### src/rtl/si5338_config_sequencer.sv
// SI5338B register-table sequencer: walks a ROM table, issues I2C register writes and masked RMWs.
// Define SEQ_VERIFY_EN to read back every written register and compare under the entry mask.
module si5338_config_sequencer #(
  parameter logic [6:0] DEV_ADR     = 7'b1110000,
  parameter int         NUM_ENTRIES = 64,
  parameter int         IDX_W       = 6,
  parameter int         MAX_RETRY   = 3
) (
  input  logic             clk,
  input  logic             rst,
  input  logic             start,
  output logic             busy,
  output logic             done,
  output logic             error,
  output logic [IDX_W-1:0] err_index,
  output logic [IDX_W-1:0] rom_addr,
  input  logic [23:0]      rom_data,
  output logic             i2c_req_valid,
  input  logic             i2c_req_ready,
  output logic             i2c_req_rw,
  output logic [6:0]       i2c_req_dev,
  output logic [7:0]       i2c_req_reg,
  output logic [7:0]       i2c_req_wdata,
  input  logic             i2c_rsp_valid,
  input  logic             i2c_rsp_nack,
  input  logic [7:0]       i2c_rsp_rdata
);

  localparam int RTY_W = (MAX_RETRY < 1) ? 1 : $clog2(MAX_RETRY + 1);

  typedef enum logic [3:0] {
    S_IDLE, S_FETCH, S_LATCH, S_RD_REQ, S_RD_WAIT, S_WR_REQ, S_WR_WAIT,
`ifdef SEQ_VERIFY_EN
    S_VF_REQ, S_VF_WAIT,
`endif
    S_NEXT, S_DONE, S_ERROR
  } state_t;

  state_t           state_q, state_d;
  logic [IDX_W-1:0] idx_q, idx_d;
  logic [RTY_W-1:0] retry_q, retry_d;
  logic [7:0]       data_q, data_d;
  logic [7:0]       mask_q, mask_d;
  logic             done_q, done_d;
  logic             error_q, error_d;
  logic [IDX_W-1:0] err_idx_q, err_idx_d;
  logic             vld_q, vld_d;
  logic             rw_q, rw_d;
  logic [7:0]       reg_q, reg_d;
  logic [7:0]       wdata_q, wdata_d;
  logic             fail;

  always_ff @(posedge clk) begin
    if (rst) begin
      state_q   <= S_IDLE;
      idx_q     <= '0;
      retry_q   <= '0;
      data_q    <= '0;
      mask_q    <= '0;
      done_q    <= 1'b0;
      error_q   <= 1'b0;
      err_idx_q <= '0;
      vld_q     <= 1'b0;
      rw_q      <= 1'b0;
      reg_q     <= '0;
      wdata_q   <= '0;
    end else begin
      state_q   <= state_d;
      idx_q     <= idx_d;
      retry_q   <= retry_d;
      data_q    <= data_d;
      mask_q    <= mask_d;
      done_q    <= done_d;
      error_q   <= error_d;
      err_idx_q <= err_idx_d;
      vld_q     <= vld_d;
      rw_q      <= rw_d;
      reg_q     <= reg_d;
      wdata_q   <= wdata_d;
    end
  end

  always_comb begin
    state_d   = state_q;
    idx_d     = idx_q;
    retry_d   = retry_q;
    data_d    = data_q;
    mask_d    = mask_q;
    done_d    = done_q;
    error_d   = error_q;
    err_idx_d = err_idx_q;
    vld_d     = vld_q;
    rw_d      = rw_q;
    reg_d     = reg_q;
    wdata_d   = wdata_q;
    fail      = 1'b0;

    case (state_q)
      S_IDLE, S_DONE, S_ERROR: begin
        if (start) begin
          done_d  = 1'b0;
          error_d = 1'b0;
          retry_d = '0;
          idx_d   = '0;
          state_d = S_FETCH;
        end
      end
      S_FETCH: state_d = S_LATCH;
      S_LATCH: begin
        reg_d  = rom_data[23:16];
        data_d = rom_data[15:8];
        mask_d = rom_data[7:0];
        if (rom_data[7:0] == 8'hFF) begin
          vld_d   = 1'b1;
          rw_d    = 1'b0;
          wdata_d = rom_data[15:8];
          state_d = S_WR_REQ;
        end else if (rom_data[7:0] == 8'h00) begin
          // reg FF with an empty mask terminates the table; other empty masks are skips
          if (rom_data[23:16] == 8'hFF) begin
            done_d  = 1'b1;
            state_d = S_DONE;
          end else begin
            state_d = S_NEXT;
          end
        end else begin
          vld_d   = 1'b1;
          rw_d    = 1'b1;
          state_d = S_RD_REQ;
        end
      end
      S_RD_REQ: begin
        if (i2c_req_ready) begin
          vld_d   = 1'b0;
          state_d = S_RD_WAIT;
        end
      end
      S_RD_WAIT: begin
        if (i2c_rsp_valid) begin
          if (i2c_rsp_nack) begin
            fail = 1'b1;
          end else begin
            wdata_d = (i2c_rsp_rdata & ~mask_q) | (data_q & mask_q);
            vld_d   = 1'b1;
            rw_d    = 1'b0;
            state_d = S_WR_REQ;
          end
        end
      end
      S_WR_REQ: begin
        if (i2c_req_ready) begin
          vld_d   = 1'b0;
          state_d = S_WR_WAIT;
        end
      end
      S_WR_WAIT: begin
        if (i2c_rsp_valid) begin
          if (i2c_rsp_nack) begin
            fail = 1'b1;
          end else begin
`ifdef SEQ_VERIFY_EN
            vld_d   = 1'b1;
            rw_d    = 1'b1;
            state_d = S_VF_REQ;
`else
            state_d = S_NEXT;
`endif
          end
        end
      end
`ifdef SEQ_VERIFY_EN
      S_VF_REQ: begin
        if (i2c_req_ready) begin
          vld_d   = 1'b0;
          state_d = S_VF_WAIT;
        end
      end
      S_VF_WAIT: begin
        if (i2c_rsp_valid) begin
          if (i2c_rsp_nack || ((i2c_rsp_rdata & mask_q) != (data_q & mask_q))) fail = 1'b1;
          else state_d = S_NEXT;
        end
      end
`endif
      S_NEXT: begin
        retry_d = '0;
        if (idx_q == IDX_W'(NUM_ENTRIES - 1)) begin
          done_d  = 1'b1;
          state_d = S_DONE;
        end else begin
          idx_d   = idx_q + IDX_W'(1);
          state_d = S_FETCH;
        end
      end
      default: state_d = S_IDLE;
    endcase

    // a failed attempt restarts the same entry from the ROM fetch
    if (fail) begin
      if (retry_q < RTY_W'(MAX_RETRY)) begin
        retry_d = retry_q + RTY_W'(1);
        state_d = S_FETCH;
      end else begin
        error_d   = 1'b1;
        err_idx_d = idx_q;
        state_d   = S_ERROR;
      end
    end
  end

  assign busy          = (state_q != S_IDLE) && (state_q != S_DONE) && (state_q != S_ERROR);
  assign done          = done_q;
  assign error         = error_q;
  assign err_index     = err_idx_q;
  assign rom_addr      = idx_q;
  assign i2c_req_valid = vld_q;
  assign i2c_req_rw    = rw_q;
  assign i2c_req_dev   = DEV_ADR;
  assign i2c_req_reg   = reg_q;
  assign i2c_req_wdata = wdata_q;

endmodule

### config.mk
export PLATFORM = sky130hd
export DESIGN_NAME = si5338_config_sequencer
export DESIGN_NICKNAME = d
export VERILOG_FILES = /design/src/rtl/si5338_config_sequencer.sv
export SDC_FILE = /design/constraint.sdc
export NUM_CORES = 1
export LEC_CHECK = 0
export BUFFER_PORTS_ARGS = -buffer_cell sky130_fd_sc_hd__buf_2
export CORE_MARGIN = 3
export CORE_UTILIZATION = 35
export CTS_BUF_LIST = sky130_fd_sc_hd__clkbuf_4 sky130_fd_sc_hd__clkbuf_8 sky130_fd_sc_hd__clkbuf_16
export CTS_CLUSTER_SIZE = 16
export DETAILED_ROUTE_END_ITERATION = 10
export GPL_TIMING_DRIVEN = 0
export PLACE_DENSITY = 0.56
export SLEW_MARGIN = 40
export SYNTH_ARGS = -nofsm -noshare
export SYNTH_HDL_FRONTEND = slang
export SYNTH_SLANG_ARGS = --single-unit
### constraint.sdc
create_clock -name clk -period 6 [get_ports clk]
set_clock_uncertainty 0.15 [all_clocks]
set_input_delay 0.6 -clock clk [delete_from_list [all_inputs] [get_ports clk]]
set_output_delay 0.6 -clock clk [all_outputs]
set_load 0.01 [all_outputs]
==> flow_results.org <==
** Pwr
- Summed over all cells, the static leakage comes to around 1.3 nW.
- Worst voltage drop across the vdd grid :: approximately 0.14 mV
- Power spread over the standard cell area amounts to about 300 mW/mm2.
- Overall power consumption after layout is estimated at ~960 uW.

** Placement
- In this run the cell area measured after placement is approximately 0.0031 mm2.
- Number of placed instances with taps included :: 490
- Detailed placement finished with a half-perimeter wire length of approximately 5500 um.
- At the end of routability-driven placement, the weighted congestion stood at roughly 0.81.
- Count of input and output buffers :: 70

** Clock tree
- TritonCTS built the clock tree.
- Number of gates given a new drive strength after cts :: 0
- Post-CTS Hold Buffers :: 0
- Clock transition at the registers of the reported paths :: 0.10 ns
- Root buffer cell :: sky130_fd_sc_hd__clkbuf_8
- For the worst-skew pair, the clock arrives at the later sink with an insertion delay of about 0.31 ns.
- H-Tree Level Count :: 2
- The clock drives 54 sinks.
- Number of setup buffers added after CTS :: 0
- Deepest clock path buffer count :: 2
- Clock buffers created by TritonCTS :: 5

** STA
- Fmax :: 437 MHz
- Measured against its own limit, the worst slew margin works out to 0.435.
- The total count of max-transition violations in the final report is 0.
- Final-report setup violation count :: 0
- Setup TNS after final layout :: 0 ns
- Tcrit/Tclk final :: 0.381
- The worst path in the final design needs a cycle of 2.29 ns, including I/O delays and setup.
- Final Hold Fails :: 0
- Setup repair after global routing missed its margin :: no
- For the pin with the worst max-slew slack, the measured transition is around 0.85 ns.

** Setup path
- The worst register-to-register path begins at state_q[1].
- Startpoint of the most critical setup path :: state_q[1]
- Worst path arrival time :: ~1.5 ns
- Worst-case register-to-register setup slack :: between 3 and 4 ns
- FF-to-FF End :: state_q[0]
- Crit Path Max Fanout :: 10
- Last element of the critical path :: busy
- Data required time of the critical path :: 5.25 ns
- Critical path class :: flop to primary output
- STA classifies the critical path startpoint as a flop.
- Counting cells, the worst reg-to-reg path comes to 5.
- Critical Path End Type :: primary output

** Detailed routing
- Drt total wl :: about 7200 um
- Amount of wire on met2 after detailed routing :: 3320 um
- Remaining routing DRC violations :: 0
- Mean routed wirelength per cell :: 14.4 um
- Summing over every cut layer, the via total after detailed routing is about 2600.
- Number of DRC markers after the initial detailed-route iteration :: about 150
- Top layer used by detailed routing :: met4
- Via density per instance :: between 5 and 6
- Detailed routing placed a total of around 350 um of wire on met3.
- Met1 wire length :: around 3400 um
- The first detailed-routing pass took 4 iterations.
- Post-DRT Antenna Nets :: 0

** Synth
- The Yosys step of the flow raised 0 warnings.
- Cell area after synthesis :: ~0.0026 mm2
- A synthesized cell averages 8.25 um2.
- Of the synthesized area, sequential elements account for 0.411.
- After synthesis the netlist holds a flip-flop and latch count of between 50 and 60.
- Synth Instances :: 319
- Post-synth ARST share :: 0
- Number of enable-type register cells in the synthesized netlist :: 0
- The most used flip-flop cell after synthesis is sky130_fd_sc_hd__dfxtp_1.
- Number of distinct standard cells referenced by the synthesized netlist :: 53

** Die
- approximately 80 I/O pins were placed.
- After floorplanning, the core was divided into 30 placement rows.
- The die covers ~0.0086 mm2.
- Die Wd :: about 93 um
- Placeable Area :: roughly 0.007 mm2
- The die is around 93 um tall.
- For this configuration, the core starts out at a cell density of 0.373.

** Final layout
- Post-layout net count :: between 400 and 500
- 0 antenna diodes ended up in the layout.
- Fraction of final layout cells sized beyond drive strength 1 :: 0.241
- Excluding fillers, the count of instances in the completed layout stands at ~500.
- Post-route design area :: around 0.0032 mm2
- From synthesis to final layout, the design area changed by 22.6%.
- Final core utilization :: 0.457

** Status
- Result of the run :: finished, final reports clean

** Global routing
- Global-route wire length before repair :: around 12000 um
- The via count of the first global-routing pass came to around 2500.
- Pin count of the biggest net entering global routing :: 17
- The initial antenna violation count was 0.
- Total overflow reported by the global router :: 0
- Across every metal layer, demand over resource in global routing totals 0.172.

** Flow run
- Max-cap violations in this run came to 0.

** Hold path
- The path class of the tightest hold or removal check is flop to flop.
- Startpoint of the tightest hold check path :: data_q[5]
cell type report:
type                    count  area [um2]
plain buffers              25         133
clock buffers               7        96.3
clock inverters             1        8.76
fillers                   758        3830
inverters                   6        22.5
multi-input cells         239        1420
flip-flops and latches     54        1080
well taps                  96         120
repair buffers             70         350
cell usage after synthesis, types with 2 or more instances:
master | number | share of area
sky130_fd_sc_hd__a211oi_1 | 2 | 0.0057
sky130_fd_sc_hd__a21oi_1 | 42 | 0.080
sky130_fd_sc_hd__and2_1 | 2 | 0.0048
sky130_fd_sc_hd__and3_1 | 4 | 0.0095
sky130_fd_sc_hd__buf_1 | 2 | 0.0029
sky130_fd_sc_hd__buf_2 | 4 | 0.0076
sky130_fd_sc_hd__buf_4 | 7 | 0.020
sky130_fd_sc_hd__clkbuf_1 | 11 | 0.016
sky130_fd_sc_hd__conb_1 | 2 | 0.0029
sky130_fd_sc_hd__dfxtp_1 | 54 | 0.41
sky130_fd_sc_hd__ha_1 | 2 | 0.0095
sky130_fd_sc_hd__inv_1 | 6 | 0.0086
sky130_fd_sc_hd__mux2i_1 | 16 | 0.061
sky130_fd_sc_hd__nand2_1 | 66 | 0.094
sky130_fd_sc_hd__nand2b_1 | 4 | 0.0095
sky130_fd_sc_hd__nand3_1 | 15 | 0.029
sky130_fd_sc_hd__nand4_1 | 4 | 0.0095
sky130_fd_sc_hd__nor2_1 | 14 | 0.020
sky130_fd_sc_hd__nor2b_1 | 2 | 0.0048
sky130_fd_sc_hd__nor3_1 | 3 | 0.0057
sky130_fd_sc_hd__nor4_1 | 4 | 0.0095
sky130_fd_sc_hd__o2111ai_1 | 2 | 0.0067
sky130_fd_sc_hd__o21ai_0 | 4 | 0.0076
sky130_fd_sc_hd__o221ai_1 | 8 | 0.027
sky130_fd_sc_hd__o32ai_1 | 3 | 0.010
sky130_fd_sc_hd__or2_2 | 2 | 0.0048
sky130_fd_sc_hd__or3_1 | 4 | 0.0095
sky130_fd_sc_hd__or4b_1 | 2 | 0.0076
sky130_fd_sc_hd__xnor2_1 | 4 | 0.013
worst max-delay path: stages (launching register included):
cell and delay, ns:
sky130_fd_sc_hd__dfxtp_1 0.44, sky130_fd_sc_hd__clkbuf_1 0.41, sky130_fd_sc_hd__nor2_1 0.14, sky130_fd_sc_hd__nand2_1 0.10
sky130_fd_sc_hd__buf_2 0.13
per-stage QoR:
stage / hold WS, ns / setup slack [ns]
final: 0.313 / 3.71
after global routing: 0.336 / 3.60
after CTS: 0.314 / 3.71
after detailed placement: 0.299 / 3.63
after global placement: 0.290 / 3.65
after floorplan: 0.286 / 4.04
power breakdown:
| part | internal [mW] | switching [mW] |
|---|---|---|
| clock network | 0.106 | 0.126 |
| logic | 0.115 | 0.180 |
| registers | 0.404 | 0.0328 |
cell usage in the layout (no fill, tap or decap), types with 3 or more instances in the layout:
master | synthesis | final
sky130_fd_sc_hd__a21oi_1 | 42 | 42
sky130_fd_sc_hd__and3_1 | 4 | 4
sky130_fd_sc_hd__buf_2 | 4 | 74
sky130_fd_sc_hd__buf_4 | 7 | 7
sky130_fd_sc_hd__clkbuf_1 | 11 | 11
sky130_fd_sc_hd__clkbuf_8 | 0 | 7
sky130_fd_sc_hd__conb_1 | 2 | 7
sky130_fd_sc_hd__dfxtp_1 | 54 | 54
sky130_fd_sc_hd__inv_1 | 6 | 6
sky130_fd_sc_hd__mux2i_1 | 16 | 16
sky130_fd_sc_hd__nand2_1 | 66 | 66
sky130_fd_sc_hd__nand2b_1 | 4 | 4
sky130_fd_sc_hd__nand3_1 | 15 | 15
sky130_fd_sc_hd__nand4_1 | 4 | 4
sky130_fd_sc_hd__nor2_1 | 14 | 14
sky130_fd_sc_hd__nor3_1 | 3 | 3
sky130_fd_sc_hd__nor4_1 | 4 | 4
sky130_fd_sc_hd__o21ai_0 | 4 | 4
sky130_fd_sc_hd__o221ai_1 | 8 | 8
sky130_fd_sc_hd__o32ai_1 | 3 | 3
sky130_fd_sc_hd__or3_1 | 4 | 4
sky130_fd_sc_hd__xnor2_1 | 4 | 4
worst min path at each step:
stage | slack (ns) | cells past startpoint | end
after floorplan | 0.29 | 2 | data_q[0]
after global placement | 0.29 | 2 | i2c_req_reg[6]
after detailed placement | 0.30 | 2 | data_q[0]
after CTS | 0.31 | 2 | data_q[1]
after global routing | 0.34 | 2 | data_q[6]
final | 0.31 | 2 | data_q[5]
metal layers:
layer  vias up  global-route usage
met5         -                   0
met4         0              0.0440
met3         8              0.0357
met2        63               0.283
met1      1194               0.230
li1       1287                   -
cell families after synthesis:
logic type	Yosys count	synth area share
DFF	54	0.411
adders and majority gates	2	0.00950
xor gates and xnor gates	5	0.0166
other	2	0.00285
buffers and inverters	31	0.0589
muxes	16	0.0608
and+or+nand+nor	135	0.261
AOI/OAI and AO/OA	74	0.179
Power figures use the tool's default switching activity.
